## config.mk

```make
export PLATFORM = sky130hd
export DESIGN_NAME = vote_key_debounce
export DESIGN_NICKNAME = d
export VERILOG_FILES = /design/src/rtl/vote_pkg.sv /design/src/rtl/key_debounce_ch.sv /design/src/rtl/vote_key_debounce.sv
export SDC_FILE = /design/constraint.sdc
export NUM_CORES = 1
export LEC_CHECK = 0
export ABC_AREA = 1
export CORE_ASPECT_RATIO = 0.75
export CORE_MARGIN = 2
export CORE_UTILIZATION = 40
export CTS_CLUSTER_SIZE = 28
export DETAILED_ROUTE_END_ITERATION = 16
export PLACE_DENSITY = 0.58
export SLEW_MARGIN = 10
export SYNTH_ARGS = -nofsm -noshare
export SYNTH_HDL_FRONTEND = slang
export SYNTH_SLANG_ARGS = --single-unit
export TNS_END_PERCENT = 30
```

## constraint.sdc

```tcl
create_clock -name CLK_50M -period 5 [get_ports CLK_50M]
set_input_delay 1.25 -clock CLK_50M [delete_from_list [all_inputs] [get_ports CLK_50M]]
set_output_delay 1.25 -clock CLK_50M [all_outputs]
set_load 0.05 [all_outputs]
```

## src/rtl/vote_pkg.sv

```systemverilog
// Shared constants for the three-voter key front end.
// Key indices, channel counts and the default debounce length.
package vote_pkg;
  localparam int N_KEYS = 4;
  localparam int N_VOTERS = 3;
  localparam int A_IDX = 0;
  localparam int B_IDX = 1;
  localparam int C_IDX = 2;
  localparam int CLR_IDX = 3;
  localparam int DEB_CNT_MAX_DEFAULT = 1_000_000;
endpackage

```

## src/rtl/key_debounce_ch.sv

```systemverilog
// One key channel: 2-FF synchronizer, debounce counter,
// stable-state register and a one-cycle press pulse.
module key_debounce_ch
  import vote_pkg::*;
#(
  parameter int CNT_MAX = DEB_CNT_MAX_DEFAULT,
  parameter int CNT_W = 20
) (
  input  logic clk,
  input  logic rst,
  input  logic key_n,
  output logic lvl,
  output logic press
);

  localparam logic [CNT_W-1:0] LAST = CNT_W'(CNT_MAX - 1);

  logic [1:0] sync_q;
  logic stable_q;
  logic stable_d;
  logic press_q;
  logic press_d;
  logic [CNT_W-1:0] cnt_q;
  logic [CNT_W-1:0] cnt_d;
  logic differ;
  logic done;

  assign differ = sync_q[1] ^ stable_q;
  assign done = differ && (cnt_q == LAST);

  // Count differing samples; accept after CNT_MAX in a row.
  always_comb begin
    cnt_d = '0;
    stable_d = stable_q;
    press_d = 1'b0;
    unique case (1'b1)
      !differ: cnt_d = '0;
      done: begin
        stable_d = sync_q[1];
        press_d = ~sync_q[1];
      end
      default: cnt_d = cnt_q + CNT_W'(1);
    endcase
  end

  // Synchronizer and debounce state; idle level is released.
  always_ff @(posedge clk or posedge rst) begin
    if (rst) begin
      sync_q <= 2'b11;
      stable_q <= 1'b1;
      cnt_q <= '0;
      press_q <= 1'b0;
    end else begin
      sync_q <= {sync_q[0], key_n};
      stable_q <= stable_d;
      cnt_q <= cnt_d;
      press_q <= press_d;
    end
  end

  assign lvl = ~stable_q;
  assign press = press_q;

endmodule

```

## src/rtl/vote_key_debounce.sv

```systemverilog
// Debounced voter keys feeding the majority stage.
// Define VOTE_LATCH_EN to make each key toggle a latched vote.
module vote_key_debounce
  import vote_pkg::*;
#(
  parameter int CNT_MAX = DEB_CNT_MAX_DEFAULT,
  parameter int CNT_W = 20
) (
  input  logic CLK_50M,
  input  logic RST,
  input  logic [N_KEYS-1:0] KEY_IN,
  output logic [N_VOTERS-1:0] VOTE,
  output logic [N_KEYS-1:0] PRESS,
  output logic [N_KEYS-1:0] KEY_LVL
);

  for (genvar i = 0; i < N_KEYS; i++) begin : g_ch
    key_debounce_ch #(
      .CNT_MAX(CNT_MAX),
      .CNT_W(CNT_W)
    ) u_ch (
      .clk(CLK_50M),
      .rst(RST),
      .key_n(KEY_IN[i]),
      .lvl(KEY_LVL[i]),
      .press(PRESS[i])
    );
  end

`ifdef VOTE_LATCH_EN
  logic [N_VOTERS-1:0] vote_q;

  // Apply this cycle's pulses so VOTE moves on the PRESS edge.
  always_comb begin
    VOTE = vote_q ^ PRESS[N_VOTERS-1:0];
    if (PRESS[CLR_IDX]) VOTE = '0;
  end

  // Hold the latched votes between pulses.
  always_ff @(posedge CLK_50M or posedge RST) begin
    if (RST) vote_q <= '0;
    else vote_q <= VOTE;
  end
`else
  assign VOTE = KEY_LVL[N_VOTERS-1:0];
`endif

endmodule
```

==> results.tsv <==
metric	value	unit
vias per cell	4.658	
Layout Utilization	0.4533	
top area cells in the synthesized netlist	dfrtp_1, nand2_1, nor2_1, dfstp_2, inv_1	
worst hold slack	356.4	ps
Routed Antenna Nets	0	
CTS tree	done	
Post-Route WL	10.06	mm
Crit-path slowest cell	clkdlybuf4s50_1	
Starting Density	0.4090	
WP data required	3750	ps
max_cap viols	0	
sequential fraction of the synthesis area	0.4572	
IO Port Bufs	16	
top_reg_cell synth	dfrtp_1	
post-placement cell area	5530	um2
diode count	0	
sw frac	0.2013	
HPWL after DPL	7.291	mm
io pins	17	
initial antenna violation count	0	
final slew viol count	0	
worst-path cell chain	inv_1 > clkdlybuf4s50_1	
CTS Buf Count	9	
std cell rows	36	
worst path arrival time	1650	ps
Synth Warn #	0	
Max transition margin	0.5362	
WHS Path Cells	0	
core area	12930	um2
# H-tree levels	3	
Startpoint Class	register	
Leak	2.526	nW
largest net degree at the start of global routing	50	
max frequency	344.6	MHz
# hold bufs at CTS	0	
Seq cells post-synth	96	
Die W	136.8	um
# resized after CTS	0	
worst-margin pin slew	694.0	ps
Setup CP Type	register to output pin	
Crit. End Element	output pin	
Vias	3992	
Buf+Inv Stages, Crit Path	2	
Synth Net Count	678	
first-pass GRT wire length	18.51	mm
Pwr Total	1.623	mW
Post-CTS Setup Repair Bufs	0	
Worst Path Max Fanout	3	
final routed DRC violation total	0	
cell count along the critical path	2	
share of layout cells above drive strength 1	0.1210	
VDD IR max	0.1833	mV
worst hold path class	register to register	
total gr overflow	0	
vias in the first global route	4038	
Filler Cells Inserted	1257	
endpoints failing hold	0	
CTS sink count	96	
drt wl/cell	11.74	um
design area	5861	um2
# setup viols final	0	
CTS max path bufs	2	
status	finished clean	
Setup Skew	4.794	ps
Avg Inst Size Synth	7.916	um2
Top Family by Delay on Critical Path	buffers and inverters	
initial drt markers	298	
Worst path max stage delay	710	ps
Reg2Reg Depth	6	
worst skew pair latency	330	ps
unrepaired setup endpoints after global routing	false	
GRT Resource Usage Total	0.1609	
Netlist cell types	28	
ys async rst share	1.000	
Power Internal	1.296	mW
# nets final	691	
First-pass DRT Iterations	4	
Final min period	2902	ps
Sw Pwr	326.7	uW
setup TNS	0	ps
number of flops mapped to enable cells by yosys	0	
CTS root buf	clkbuf_16	
Combinational Power Share	0.032	
Yosys top cell by area	dfrtp_1	
clk slew on worst S/H paths	60	ps
PwrDens	276.9	nW/um2
die area	14160	um2
synthesized cell area	5288	um2
Syn Inst Count	668	
Yosys top cell area share	0.3975	
GPL Wtd Cong	0.8716	
Die H	103.6	um
Seq pwr share	0.493	
crit share post-route	0.5803	
clock share of power	0.475	
Layout area overhead	10.84	%
==> layout by cell type (no fill, tap or decap), types with 5 or more instances in the layout <==
cell / Yosys / layout
inv_1: 66 / 65
nor2_1: 139 / 139
xor2_1: 28 / 28
nand4_1: 9 / 9
nand3_1: 45 / 45
a21oi_1: 8 / 8
nand2_4: 5 / 5
xnor2_1: 18 / 18
clkdlybuf4s50_1: 0 / 16
dfrtp_1: 84 / 84
nand2_1: 160 / 160
nor2_4: 6 / 6
o21bai_1: 7 / 7
nor2_2: 30 / 30
dfstp_2: 12 / 12
nand2_2: 6 / 6
clkbuf_16: 0 / 9
nor3_1: 9 / 9
==> cell type report <==
type	instances	area, um2	area share
clock buffers	13	240.2	0.04099
clock inverters	3	90.09	0.01537
inverters	70	265.3	0.04526
multi-input cells	486	2459	0.4195
flip-flops and latches	96	2417	0.4125
well taps	171	214.0	0.03651
repair buffers	18	175.2	0.02989
==> Yosys cell counts, drive strengths merged, types with 3 or more instances <==
master,number
inv,69
nand4,9
xnor2,18
buf,16
a21oi,8
o21bai,7
xor2,28
nor3,9
o21ai,3
nand3,49
dfstp,12
dfrtp,84
nor2,177
ha,4
nand2,171
==> layer usage <==
| metal | track usage | up-vias | wire, um |
|---|---|---|---|
| met5 | 0 | - | 0 |
| met4 | 0.04167 | 0 | 36 |
| met3 | 0.03916 | 4 | 306 |
| met2 | 0.2457 | 58 | 4420 |
| met1 | 0.2286 | 1859 | 5293 |
| li1 | - | 2071 | - |
==> worst paths after layout <==
kind / startpoint / endpoint / slack [ps]
setup / recovery: g_ch[3].u_ch.stable_q / KEY_LVL[3] / 2100
hold / removal: g_ch[3].u_ch.sync_q[0] / g_ch[3].u_ch.sync_q[1] / 360
setup reg to reg: g_ch[0].u_ch.cnt_q[0] / g_ch[0].u_ch.cnt_q[19] / 3060
hold reg to reg: g_ch[3].u_ch.sync_q[0] / g_ch[3].u_ch.sync_q[1] / 360
max in group asynchronous: RST / g_ch[2].u_ch.cnt_q[8] / 2820
min in group asynchronous: RST / g_ch[3].u_ch.press / 1350
==> power by group through the flow <==
stage	combinational, mW	clock, mW	sequential [mW]
finish	0.0521	0.770	0.800
global route	0.0615	0.826	0.802
CTS	0.0546	0.796	0.800
detailed placement	0.0541	0	0.815
global placement	0.0529	0	0.814
floorplan	0.0437	0	0.813
==> per-stage QoR <==
step	std cells	setup slack (ps)
2_1_floorplan	668	1264
3_3_place_gp	841	2426
3_5_place_dp	841	2388
4_1_cts	857	2067
5_1_grt	857	2040
6_report	857	2098
==> kinds of logic (layout without fill, tap and decap cells) <==
group,after synthesis,in the layout,synth area share
compound gates,18,18,0.02035
xor+xnor,46,46,0.07620
fa+ha+maj,4,4,0.009466
buf+inv,86,104,0.07785
flops,96,96,0.4572
simple gates,418,418,0.3590
==> registers in the layout (all words and copies together), names as in the netlist <==
name,cells
g_ch.u_ch.sync_q,8
g_ch.u_ch.cnt_q,80
g_ch.u_ch.press,4
g_ch.u_ch.stable_q,4
No activity file was read; power rests on OpenSTA's default activity.
==> RTL edit: new RTL, config.mk and constraints unchanged <==
`N_KEYS`: 4 -> 3.
--- a/src/rtl/vote_pkg.sv
+++ b/src/rtl/vote_pkg.sv
@@ -1,7 +1,7 @@
 // Shared constants for the three-voter key front end.
 // Key indices, channel counts and the default debounce length.
 package vote_pkg;
-  localparam int N_KEYS = 4;
+  localparam int N_KEYS = 3;
   localparam int N_VOTERS = 3;
   localparam int A_IDX = 0;
   localparam int B_IDX = 1;
Interface: changed (resized KEY_IN, KEY_LVL and PRESS); port bits go from 17 to 14. The function was not compared with the original's and may differ.
==> RTL edit against the unedited design <==
Utilization increased by 0.62 points; worst setup slack better by 15 ps; sequential cell count decreased by 24; synthesized area decreased by 26%; power shrank 24%; via count is 25% lower; design area down 25%; combinational power decreased by 29%; wire length is 25% lower; fmax increased by 0.51%; critical endpoint is now KEY_LVL[1].
==> RTL edit: results (changes against the unedited design) <==
[status]
status=finished, final reports clean

[logic_synthesis]
postSynthAreaPerCell_sq_um=7.60  ; -4.0%
ys_seq_area_share_pct=46.2  ; +0.53 points
synth_cell_types=24  ; -14%
synth_common_cells=nand2_1, nor2_1, dfrtp_1
synth_area_leaders=dfrtp_1, nand2_1, nor2_1, dfstp_2, inv_1
syn-num-nets=524  ; -23%

[routing]
dr.first_iter.drc_count=177  ; -41%
wl_per_cell_um=11.4  ; -3.3%
viasPerCell=4.49  ; -3.7%

[place]
dp_cells=650  ; -23%
io_buffers=13  ; -3
place_congestion=0.871  ; -0.11%
dpl.hpwl_um=5460  ; -25%

[worst_hold_path]
hp-start=g_ch[1].u_ch.sync_q[0]
min_path_cells=0  ; unchanged
holdPathEnd=g_ch[1].u_ch.sync_q[1]

[worst_setup_path]
r2r_end=g_ch[2].u_ch.cnt_q[19]
cp_max_fo=4  ; +1
crit-reg2reg-launch=g_ch[2].u_ch.cnt_q[0]
arrival_ps=1640
ff2ff_setup_slack_ps=3140  ; +80 ps

[timing]
holdWs_ps=356  ; -0.465 ps
skew_ps=6.32  ; +1.52 ps

[grt]
grt_pass1_wl_um=13800  ; -25%
grt_max_degree=30  ; -40%
gr-usage-all-layers_pct=16.1  ; -0.026 points

[power_and_ir_drop]
leakage_uw=0.00189  ; -25%

[cells_and_area]
stdcell_count=666  ; -22%
top_regs=g_ch.u_ch.cnt_q (60), g_ch.u_ch.sync_q (6)

RTL edit: how the worst max path moves through the flow:
stage	start	endpoint	slack, ps	depth (start not counted)
after floorplan	RST	g_ch[0].u_ch.cnt_q[0]	1940	1
after global placement	g_ch[1].u_ch.stable_q	VOTE[1]	2470	2
after detailed placement	g_ch[1].u_ch.stable_q	KEY_LVL[1]	2470	2
after CTS	g_ch[1].u_ch.stable_q	KEY_LVL[1]	2100	2
after global routing	g_ch[0].u_ch.stable_q	VOTE[0]	2070	2
final	g_ch[1].u_ch.stable_q	KEY_LVL[1]	2110	2
RTL edit: cells by family after synthesis:
family                     Yosys count  synth area share [%]
DFF                                 72                  46.2
buffers and inverters               72                  8.33
and+or+nand+nor                    324                  35.3
xor gates and xnor gates            34                  7.60
AOI/OAI and AO/OA                   11                  1.60
adders and majority gates            3                 0.958
RTL edit: cell type report:
| type | instances | area [sq um] |
|---|---|---|
| clock inverter | 3 | 17.5 |
| tap | 132 | 165 |
| clock buffer | 13 | 260 |
| sequential | 72 | 1810 |
| timing repair buffer | 15 | 145 |
| fill | 952 | 5180 |
| inverter | 59 | 221 |
| multi-input combinational | 372 | 1780 |
RTL edit: routing by layer:
layer	share of wire (%)	track usage, %
met3	4.3	4.51
met2	41	22.7
met4	2.0	6.63
met5	0	0
met1	53	23.1
RTL edit: per-stage QoR:
stage          setup slack, ps  instance area, sq um
3_3_place_gp              2470                  4130
6_report                  2110                  4400
5_1_grt                   2070                  4400
4_1_cts                   2100                  4400
3_5_place_dp              2470                  4130
2_1_floorplan             1940                  3920
RTL edit: where the power goes:
group          internal (uW)  switching [uW]  leakage (uW)  total (uW)
registers                593            7.77      0.000967         601
clock network            361             232      0.000136         593
logic                   10.8            26.3      0.000786        37.1
total                    965             266       0.00189        1230
